### config.mk
export PLATFORM = sky130hd
export DESIGN_NAME = rgmii_rx_decoder_flat
export DESIGN_NICKNAME = d
export VERILOG_FILES = /design/src/rtl/rgmii_rx_decoder_pkg.sv /design/src/rtl/rgmii_rx_decoder_if.sv /design/src/rtl/rgmii_rx_decoder_nibble_pack.sv /design/src/rtl/rgmii_rx_decoder.sv /design/src/flat_wrapper.sv
export SDC_FILE = /design/constraint.sdc
export NUM_CORES = 1
export LEC_CHECK = 0
export CORE_AREA = 3 3 91 93
export DETAILED_ROUTE_END_ITERATION = 10
export DIE_AREA = 0 0 94 96
export PLACE_DENSITY = 0.79
export REMOVE_ABC_BUFFERS = 1
export SYNTH_ARGS = -nofsm -noshare
export SYNTH_HDL_FRONTEND = slang
export SYNTH_SLANG_ARGS = --single-unit
### constraint.sdc
create_clock -name gmii_rx_clk -period 2.6 [get_ports gmii_rx_clk]
set_input_delay 0.52 -clock gmii_rx_clk [delete_from_list [all_inputs] [get_ports gmii_rx_clk]]
set_output_delay 0.52 -clock gmii_rx_clk [all_outputs]
set_load 0.1 [all_outputs]
### src/rtl/rgmii_rx_decoder_pkg.sv
// Shared encodings for the RGMII receive decoder: line speeds, framing
// bytes, control codes and the framer / nibble-phase state types.
package rgmii_pkg;

  localparam logic [1:0] SPD_10   = 2'b00;
  localparam logic [1:0] SPD_100  = 2'b01;
  localparam logic [1:0] SPD_1000 = 2'b10;

  localparam logic [7:0] PREAMBLE_BYTE = 8'h55;
  localparam logic [7:0] SFD_BYTE      = 8'hD5;
  localparam logic [7:0] FALSE_CARRIER = 8'h0E;
  localparam logic [7:0] CARRIER_EXT   = 8'h0F;

  typedef enum logic [1:0] {
    ST_IDLE,
    ST_PREAMBLE,
    ST_DATA,
    ST_ERRWAIT
  } rx_state_e;

  typedef enum logic {
    PH_LOW,
    PH_HIGH
  } nib_phase_e;

  // 10 and the reserved 11 encoding both run the byte-wide 1000M path.
  function automatic logic is_gig(input logic [1:0] spd);
    return spd[1];
  endfunction

endpackage

### src/rtl/rgmii_rx_decoder_if.sv
// GMII-side receive stream from the decoder to the MAC receive path.
interface rgmii_rx_decoder_if;
  logic       gmii_rx_dv;
  logic       gmii_rx_er;
  logic [7:0] gmii_rxd;
  logic       rx_sof;
  logic       rx_eof;
  logic       rx_frame_bad;

  modport master (
    output gmii_rx_dv, gmii_rx_er, gmii_rxd, rx_sof, rx_eof, rx_frame_bad
  );

  modport slave (
    input gmii_rx_dv, gmii_rx_er, gmii_rxd, rx_sof, rx_eof, rx_frame_bad
  );
endinterface

### src/rtl/rgmii_rx_decoder_nibble_pack.sv
// Byte assembly for the receive path. In 1000M the two DDR halves form a
// byte every dv cycle; in 10/100 rising-edge nibbles are paired low-first
// and the error flag is merged across the pair.
module rgmii_nibble_pack
  import rgmii_pkg::*;
(
  input  logic       clk_i,
  input  logic       rst_i,
  input  logic       gig_i,
  input  logic       dv_i,
  input  logic       er_i,
  input  logic [3:0] rxd_p_i,
  input  logic [3:0] rxd_n_i,
  output logic       byte_vld_o,
  output logic [7:0] byte_o,
  output logic       byte_er_o,
  output logic       dangling_o
);

  nib_phase_e phase_q, phase_d;
  logic [3:0] lo_q;
  logic       lo_er_q;

  // Phase toggles per dv cycle in nibble mode; any gap realigns to LOW.
  always_comb begin
    phase_d = phase_q;
    if (!dv_i || gig_i)
      phase_d = PH_LOW;
    else
      phase_d = (phase_q == PH_LOW) ? PH_HIGH : PH_LOW;
  end

  // Phase register and held low nibble with its error flag.
  always_ff @(posedge clk_i or posedge rst_i) begin
    if (rst_i) begin
      phase_q <= PH_LOW;
      lo_q    <= 4'h0;
      lo_er_q <= 1'b0;
    end else begin
      phase_q <= phase_d;
      if (dv_i && !gig_i && phase_q == PH_LOW) begin
        lo_q    <= rxd_p_i;
        lo_er_q <= er_i;
      end
    end
  end

  // Byte output; a held low nibble at dv fall is reported, never emitted.
  always_comb begin
    byte_vld_o = 1'b0;
    byte_o     = {rxd_n_i, rxd_p_i};
    byte_er_o  = er_i;
    if (gig_i) begin
      byte_vld_o = dv_i;
    end else begin
      byte_vld_o = dv_i && (phase_q == PH_HIGH);
      byte_o     = {rxd_p_i, lo_q};
      byte_er_o  = er_i | lo_er_q;
    end
    dangling_o = !dv_i && (phase_q == PH_HIGH);
  end

endmodule

### src/rtl/rgmii_rx_decoder.sv
// RGMII receive decoder: input staging, framing FSM, GMII output stage,
// in-band link status decode and saturating good/bad frame counters.
module rgmii_rx_decoder
  import rgmii_pkg::*;
#(
  parameter int CNT_W         = 16,
  parameter int STATUS_EN     = 1,
  parameter int STATUS_STABLE = 2
) (
  input  logic             gmii_rx_clk,
  input  logic             rst,
  input  logic [3:0]       ddr_rxd_p,
  input  logic [3:0]       ddr_rxd_n,
  input  logic             ddr_ctl_p,
  input  logic             ddr_ctl_n,
  input  logic [1:0]       speed_mode,
  rgmii_rx_decoder_if.master gmii,
  output logic             link_up,
  output logic [1:0]       link_speed,
  output logic             link_duplex,
  output logic [CNT_W-1:0] good_cnt,
  output logic [CNT_W-1:0] bad_cnt
);

  logic [3:0] rxd_p_q, rxd_n_q;
  logic       ctl_p_q, ctl_n_q;
  logic       dv, er, dv_prev_q, fall, gig_q;

  // Stage 1: register every DDR input.
  always_ff @(posedge gmii_rx_clk or posedge rst) begin
    if (rst) begin
      rxd_p_q <= 4'h0;
      rxd_n_q <= 4'h0;
      ctl_p_q <= 1'b0;
      ctl_n_q <= 1'b0;
    end else begin
      rxd_p_q <= ddr_rxd_p;
      rxd_n_q <= ddr_rxd_n;
      ctl_p_q <= ddr_ctl_p;
      ctl_n_q <= ddr_ctl_n;
    end
  end

  assign dv   = ctl_p_q;
  assign er   = ctl_p_q ^ ctl_n_q;
  assign fall = dv_prev_q & ~dv;

  logic       byte_vld, byte_er, dangling;
  logic [7:0] byte_val;

  rgmii_nibble_pack u_pack (
    .clk_i      (gmii_rx_clk),
    .rst_i      (rst),
    .gig_i      (gig_q),
    .dv_i       (dv),
    .er_i       (er),
    .rxd_p_i    (rxd_p_q),
    .rxd_n_i    (rxd_n_q),
    .byte_vld_o (byte_vld),
    .byte_o     (byte_val),
    .byte_er_o  (byte_er),
    .dangling_o (dangling)
  );

  rx_state_e state_q, state_d;
  logic      sof_pend_q, sof_pend_d;
  logic      bad_acc_q, bad_acc_d;
  logic      frame_bad;

  // Framer next state. Only dv matters here, so dv=0 control codes
  // (false carrier, carrier extend) never move the FSM.
  always_comb begin
    state_d    = state_q;
    sof_pend_d = sof_pend_q;
    bad_acc_d  = bad_acc_q | (byte_vld & byte_er);
    if (fall) begin
      state_d    = ST_IDLE;
      sof_pend_d = 1'b0;
      bad_acc_d  = 1'b0;
    end else if (byte_vld) begin
      case (state_q)
        ST_IDLE: state_d = ST_PREAMBLE;
        ST_PREAMBLE: begin
          if (byte_val == SFD_BYTE) begin
            state_d    = ST_DATA;
            sof_pend_d = 1'b1;
          end else if (byte_val != PREAMBLE_BYTE) begin
            state_d   = ST_ERRWAIT;
            bad_acc_d = 1'b1;
          end
        end
        ST_DATA: sof_pend_d = 1'b0;
        default: ;
      endcase
    end
    frame_bad = bad_acc_q | (state_q != ST_DATA) | dangling;
  end

  logic       rx_dv_q, rx_er_q, sof_q, eof_q, bad_q;
  logic [7:0] rxd_q;

  // Framer state, speed latch (only while idle) and GMII output stage.
  always_ff @(posedge gmii_rx_clk or posedge rst) begin
    if (rst) begin
      state_q    <= ST_IDLE;
      sof_pend_q <= 1'b0;
      bad_acc_q  <= 1'b0;
      dv_prev_q  <= 1'b0;
      gig_q      <= 1'b0;
      rx_dv_q    <= 1'b0;
      rx_er_q    <= 1'b0;
      rxd_q      <= 8'h00;
      sof_q      <= 1'b0;
      eof_q      <= 1'b0;
      bad_q      <= 1'b0;
    end else begin
      state_q    <= state_d;
      sof_pend_q <= sof_pend_d;
      bad_acc_q  <= bad_acc_d;
      dv_prev_q  <= dv;
      if (state_q == ST_IDLE && !dv) gig_q <= is_gig(speed_mode);
      rx_dv_q    <= byte_vld;
      rx_er_q    <= byte_vld & byte_er;
      if (byte_vld) rxd_q <= byte_val;
      sof_q      <= byte_vld & (state_q == ST_DATA) & sof_pend_q;
      eof_q      <= fall;
      bad_q      <= fall & frame_bad;
    end
  end

  assign gmii.gmii_rx_dv   = rx_dv_q;
  assign gmii.gmii_rx_er   = rx_er_q;
  assign gmii.gmii_rxd     = rxd_q;
  assign gmii.rx_sof       = sof_q;
  assign gmii.rx_eof       = eof_q;
  assign gmii.rx_frame_bad = bad_q;

  // Saturating frame counters, advanced the cycle after rx_eof.
  always_ff @(posedge gmii_rx_clk or posedge rst) begin
    if (rst) begin
      good_cnt <= '0;
      bad_cnt  <= '0;
    end else if (eof_q) begin
      if (!bad_q && !(&good_cnt)) good_cnt <= good_cnt + CNT_W'(1);
      if (bad_q && !(&bad_cnt))   bad_cnt  <= bad_cnt + CNT_W'(1);
    end
  end

  generate
    if (STATUS_EN != 0) begin : g_status
      localparam logic [3:0] STABLE = 4'(STATUS_STABLE);
      logic [3:0] st_cnt_q, st_cnt_d, st_last_q, st_last_d;
      logic       st_upd;

      // Stability tracking of idle in-band samples; frame activity restarts it.
      always_comb begin
        st_cnt_d  = st_cnt_q;
        st_last_d = st_last_q;
        if (dv || er) begin
          st_cnt_d = 4'd0;
        end else if (st_cnt_q != 4'd0 && rxd_p_q == st_last_q) begin
          if (st_cnt_q != STABLE) st_cnt_d = st_cnt_q + 4'd1;
        end else begin
          st_cnt_d  = 4'd1;
          st_last_d = rxd_p_q;
        end
        st_upd = !dv && !er && (st_cnt_d == STABLE);
      end

      // Stability state and link-status outputs.
      always_ff @(posedge gmii_rx_clk or posedge rst) begin
        if (rst) begin
          st_cnt_q    <= 4'd0;
          st_last_q   <= 4'h0;
          link_up     <= 1'b0;
          link_speed  <= 2'b00;
          link_duplex <= 1'b0;
        end else begin
          st_cnt_q  <= st_cnt_d;
          st_last_q <= st_last_d;
          if (st_upd) begin
            link_up     <= rxd_p_q[0];
            link_speed  <= rxd_p_q[2:1];
            link_duplex <= rxd_p_q[3];
          end
        end
      end
    end else begin : g_no_status
      assign link_up     = 1'b0;
      assign link_speed  = 2'b00;
      assign link_duplex = 1'b0;
    end
  endgenerate

endmodule

### src/flat_wrapper.sv
// flat-port wrapper written by rule: the top's interface ports become plain ports
module rgmii_rx_decoder_flat import rgmii_pkg::*;
#(
  parameter int CNT_W         = 16,
  parameter int STATUS_EN     = 1,
  parameter int STATUS_STABLE = 2
)
  (gmii_rx_clk, rst, ddr_rxd_p, ddr_rxd_n, ddr_ctl_p, ddr_ctl_n, speed_mode, link_up, link_speed, link_duplex, good_cnt, bad_cnt, gmii_gmii_rx_dv, gmii_gmii_rx_er, gmii_gmii_rxd, gmii_rx_sof, gmii_rx_eof, gmii_rx_frame_bad);
  rgmii_rx_decoder_if gmii_i ();
  input  logic gmii_rx_clk;
  input  logic rst;
  input  logic [3:0] ddr_rxd_p;
  input  logic [3:0] ddr_rxd_n;
  input  logic ddr_ctl_p;
  input  logic ddr_ctl_n;
  input  logic [1:0] speed_mode;
  output logic link_up;
  output logic [1:0] link_speed;
  output logic link_duplex;
  output logic [CNT_W-1:0] good_cnt;
  output logic [CNT_W-1:0] bad_cnt;
  output wire logic [$bits(gmii_i.gmii_rx_dv)-1:0] gmii_gmii_rx_dv;
  output wire logic [$bits(gmii_i.gmii_rx_er)-1:0] gmii_gmii_rx_er;
  output wire logic [$bits(gmii_i.gmii_rxd)-1:0] gmii_gmii_rxd;
  output wire logic [$bits(gmii_i.rx_sof)-1:0] gmii_rx_sof;
  output wire logic [$bits(gmii_i.rx_eof)-1:0] gmii_rx_eof;
  output wire logic [$bits(gmii_i.rx_frame_bad)-1:0] gmii_rx_frame_bad;
  assign gmii_gmii_rx_dv = gmii_i.gmii_rx_dv;
  assign gmii_gmii_rx_er = gmii_i.gmii_rx_er;
  assign gmii_gmii_rxd = gmii_i.gmii_rxd;
  assign gmii_rx_sof = gmii_i.rx_sof;
  assign gmii_rx_eof = gmii_i.rx_eof;
  assign gmii_rx_frame_bad = gmii_i.rx_frame_bad;
  rgmii_rx_decoder #(.CNT_W(CNT_W), .STATUS_EN(STATUS_EN), .STATUS_STABLE(STATUS_STABLE)) u_core (.gmii_rx_clk(gmii_rx_clk), .rst(rst), .ddr_rxd_p(ddr_rxd_p), .ddr_rxd_n(ddr_rxd_n), .ddr_ctl_p(ddr_ctl_p), .ddr_ctl_n(ddr_ctl_n), .speed_mode(speed_mode), .gmii(gmii_i), .link_up(link_up), .link_speed(link_speed), .link_duplex(link_duplex), .good_cnt(good_cnt), .bad_cnt(bad_cnt));
endmodule
* After elaboration in Yosys (flattened, before gate mapping) *
Cells that the tools add are included.

operators by class
  add/subtract/negate cells = 3
  multiply operators = 0
  divide/modulo/power cells = 0
  order comparisons = 0
  eq/ne operators = 10
  shift-type cells = 0
  multiplexer cells = 22
  bitwise logic cells = 14
  reductions and logical operators = 30

operators with widths
  kind                   number
  $add 16x1->16 const B  2
  $reduce_and 16->1      2
  $mux 1                 12
  $mux 4                 3
  $logic_and 1x1->1      10
  $eq 8x8->1 const B     1
  $mux 2                 4
  $mux 8                 1
  $ne 8x7->1 const B     1
  $logic_not 1->1        6
  $reduce_and 2->1       3
  $reduce_and 3->1       2
  $reduce_bool 3->1      2
  $and 1x1->1            5
  $add 4x1->4 const B    1
  $eq 4x2->1 const B     1
  $eq 4x4->1             1
  $ne 4x1->1 const B     1
  $ne 4x2->1 const B     1
  $not 1->1              4
  $or 1x1->1             4
  $pmux 2 s2             1
  $reduce_bool 4->1      1
  $ne 3x1->1 const B     1
  other kinds (8)        9

storage, ports and cells
  bits in registers = 79
  latch bits = 0
  memory bits (writable) = 0
  bits in read-only memories = 0
  bits of input ports = 14
  output and inout port bits = 49
  memories = 0

* Depth between registers and ports, before layout *
  depth after elaboration = 10
  gate-level depth with buffers = 7
  depth with buffers taken out = 7

* Cells and area by module *
A second synthesis with hierarchy kept.

second synthesis, totals
  cells, all modules = 293
  area, all modules = 3493.4 um2

by module, submodules not included
  module             times used  cells each  area each (um2)
  rgmii_rx_decoder   1           267         3143.0
  rgmii_nibble_pack  1           26          350.3

* Worst setup path before layout *
No wires, ideal clock.

  path type = register -> register
  start point = register u_core.bad_cnt[0]
  end point = register u_core.bad_cnt[10]
  setup time = 160 ps
  data arrival time = 2258 ps
  data required time = 2440 ps
  slack = 182 ps
  stages on the path, launching flop included = 7
  buffers on the path = 0
  path through = dfrtp_1 > ha_1 > nand3_1 > or3_1 > a31oi_1 > nand2_1 > xnor2_1

between the ends
  longest elaborated chain between the ends = 4
  elaborated cells between the ends (all ways) = 5
  classes of those cells = 1 x add/sub; 4 x reduce/logical

RTL lines
  item                                                                   line                     text
  start: declaration                                                     rgmii_rx_decoder.sv:22   output logic [CNT_W-1:0] bad_cnt
  start signal: assignment                                               rgmii_rx_decoder.sv:145  if (bad_q && !(&bad_cnt)) bad_cnt <= bad_cnt + CNT_W'(1);
  parallel branches: the longest is 4 deep, another holds $add 16x1->16  n/a

Parallel ways; which one is timed is not known.
A chain may end at the register's enable or synchronous reset.

* Worst setup path after layout *
  start point = register u_core.g_status.st_cnt_q[0]
  end point = register u_core.link_speed[1]

between the ends
  longest elaborated chain between the ends = 6
  elaborated cells between the ends (all ways) = 9
  classes of those cells = 1 x add/sub; 2 x eq/ne; 3 x mux; 3 x reduce/logical

RTL lines
  item                                                line                                              text
  start: declaration                                  rgmii_rx_decoder.sv:152                           logic [3:0] st_cnt_q, st_cnt_d, st_last_q, st_last_d;
  start signal: assignment                            rgmii_rx_decoder.sv:179                           st_cnt_q <= st_cnt_d;
  $add 4x1->4, or another cell as far along           rgmii_rx_decoder.sv:162                           if (st_cnt_q != STABLE) st_cnt_d = st_cnt_q + 4'd1;
  $mux 4 / $logic_and 1x1->1 (equally long branches)  rgmii_rx_decoder.sv:162, rgmii_rx_decoder.sv:161
  $mux 4 (*)                                          rgmii_rx_decoder.sv:161                           end else if (st_cnt_q != 4'd0 && rxd_p_q == st_last_q) begin
  $mux 4 (*)                                          rgmii_rx_decoder.sv:159                           if (dv || er) begin
  $eq 4x2->1 (*)                                      rgmii_rx_decoder.sv:167                           st_upd = !dv && !er && (st_cnt_d == STABLE);
  $logic_and 1x1->1 (*)                               rgmii_rx_decoder.sv:167
  end signal: assignment                              rgmii_rx_decoder.sv:183                           link_speed <= rxd_p_q[2:1];
  end: declaration                                    rgmii_rx_decoder.sv:19                            output logic [1:0] link_speed,

Mark *: on every way between the ends. The rest lies on a longest branch, timed or not.

==> impl_metrics.ini <==
[run_status]
status = complete, no violations

[critical_path]
arrival_ns = 2.40
criticalPathCategory = reg2reg
reg2reg_from = u_core.g_status.st_cnt_q[0]
r2r_setup_slack_ns = 0.42
reg2regPathDepth = 7
end_kind = register
reg2reg_to = u_core.link_speed[1]
cp_max_fo = 6
path_buf_inv = 1
cpPeakStageDelay_ns = 0.55
crit_slowest_cell = or4b_4
required_ns = 2.82
cp-start-kind = register
path_cells = inv_1 -> ha_1 -> nand2b_1 -> o31ai_1 -> a31oi_1 -> or4b_4 -> mux2_4
cp_top_family = simple AND/OR/NAND/NOR gates

[clocking]
cts_setup_buffers = 0
htree_levels = 3
cts.path.max_buffers = 2
ctsHoldBuffers = 0
cts-root-buf = clkbuf_8
clkSinkCount = 79
cts-resized-gates = 0
clock_latency_ns = 0.34
cts_buffers = 9
cts_tree = done
clkTransAtPathRegs_ns = 0.07

[synth]
avgSynthCellArea_um2 = 11.24
synth-adder-area-share_pct = 3.191
synth_cell_types = 44
synthArstFlopShare_pct = 100.0
synth_area_mm2 = 0.003528
synth.area.top_cells = dfrtp_1 56%, xor2_1 4.0%, xnor2_1 3.7%, mux2_2 3.5%, ha_1 3.2%
synth_cells = 314
yosys.area.top_type = dfrtp_1
yosys_register_bits = 79
yosys_warnings = 0
synth-compound-area-share_pct = 6.596
synthSimpleGateAreaFrac_pct = 15.92
synth_edf_count = 0
synth_top_family_by_area = simple AND/OR/NAND/NOR gates
netlist.area_leader.share_pct = 56.03
ys_seq_area_share_pct = 56.03
synth_flop_cell = dfrtp_1
yosys.area_share.xor_xnor_pct = 7.695
synthMuxAreaShare_pct = 7.766

[finish]
nFillCells = 666
final_nets = 405
mostFrequentLayoutCells = 79 x dfrtp_1, 51 x buf_4, 30 x nand2_1, 25 x nor2_1, 17 x inv_1
final_common_cell = dfrtp_1
multi_input_area_mm2 = 0.001453
fin_area_mm2 = 0.004318
area_growth_pct = 22.38
drive_gt1_share_pct = 23.18
instances_no_fill = 486
num_antenna_cells = 0
seqCellArea_mm2 = 0.001977

[pwr]
ir_drop_mv = 0.7736
power.density_mw_per_mm2 = 1003
p_leak_nw = 2.040

[min_path]
worstHoldPathCells = 0
hold_end = u_core.dv_prev_q
worstHoldStart = u_core.ctl_p_q
min_path_type = reg2reg

[route]
num_vias = 2539
wirelength_mm = 6.961
drt_iter0_drc = 66
drc_errors = 0
viasPerCell = 5.224
postRouteAntennaNets = 0
dr.pass1.iters = 4
wl_per_cell_um = 14.32

[grt]
grt_overflow_total = 0
antenna_found_initial = 0
grt_max_degree = 80
grt_pass1_wl_mm = 11.74
grt_pass1_vias = 2528
grt_util_all_layers_pct = 16.56

[sta]
slew_violations = 0
finalSetupViolCount = 0
tns_ns = 0
holdWs_ns = 0.4441
slew_headroom_pct = 55.68
min_period_ns = 2.177
fmax_mhz = 459.3
finClkSkew_ns = 0.008574
rsz0062_at_grt = no
fin_crit_sh_pct = 83.74
worst_pin_slew_ns = 0.6587
hold_viol = 0

[placed_design]
dp_hpwl_mm = 5.019
placed_area_mm2 = 0.004148
dp.cells = 473
place.gp.congestion = 0.8061
portBuffers = 61

[floorplan]
coreArea_mm2 = 0.007607
start_util_pct = 46.38
ios = 63
row_count = 32
dieArea_mm2 = 0.009024
chipHeight_um = 96
dieWidth_um = 94

[flow_run]
maxCapViolations = 0
## cell type report
cell class              instances  share of cell area, %
repair buffers                 64                  12.11
clock inverters                 1                 0.1159
clock buffers                  12                  3.825
well taps                     102                  2.956
inverters                      18                  1.565
multi-input cells             210                  33.64
flip-flops and latches         79                  45.78
## kinds of logic after synthesis
logic type	Yosys count
compound gates	36
xor+xnor	31
fa+ha+maj	9
buf+inv	25
flops	79
mux	24
simple gates	110
## Yosys cell counts (all sizes together) (4+ instances only)
library cell	n
a21oi	6
a31oi	4
and3	4
clkbuf	5
dfrtp	79
ha	9
inv	18
mux2	15
mux2i	9
nand2	30
nand3	15
nand4	9
nor2	26
nor3	7
o21a	4
o21ai	11
o31ai	5
xnor2	15
xor2	16
## sequential cells by signal, indices dropped and copies added, names as in the netlist, 4 cells and up
name	flops
u_core.bad_cnt	16
u_core.g_status.st_cnt_q	4
u_core.rxd_p_q	4
u_core.good_cnt	16
u_core.rxd_n_q	4
u_core.u_pack.lo_q	4
u_core.gmii.gmii_rxd	8
u_core.g_status.st_last_q	4
## worst max-delay path by stage
stage | start | to | cells past startpoint
detailed placement | u_core.g_status.st_cnt_q[0] | u_core.link_speed[1] | 7
global placement | u_core.g_status.st_cnt_q[0] | u_core.link_duplex | 6
floorplan | rst | u_core.bad_acc_q | 1
CTS | u_core.g_status.st_cnt_q[0] | u_core.link_speed[1] | 7
finish | u_core.g_status.st_cnt_q[0] | u_core.link_speed[1] | 7
global route | u_core.g_status.st_cnt_q[0] | u_core.link_duplex | 7
## layer usage
| metal | up-vias | global-route usage, % | share of wire [%] |
|---|---|---|---|
| li1 | 1215 | - | - |
| met3 | 11 | 3.049 | 3.8 |
| met5 | - | 0 | 0 |
| met2 | 47 | 28.27 | 51 |
| met4 | 0 | 7.822 | 1.8 |
| met1 | 1266 | 20.39 | 44 |
## metrics by stage
stage	worst slack [ns]	total power [W]	utilization [%]
floorplan	0.05662	0.003118	-
global placement	0.5200	0.003508	54.52
detailed placement	0.4418	0.003551	54.52
CTS	0.4283	0.004373	56.76
global route	0.3740	0.004545	56.76
finish	0.4228	0.004332	56.76
## report_power, final
group / switching (W) / total [W] / internal (W)
Sequential: 0.000241 / 0.00171 / 0.00147
Clock: 0.000402 / 0.000811 / 0.000408
Combinational: 0.00136 / 0.00182 / 0.000459
(Power assumes the default switching activity.)
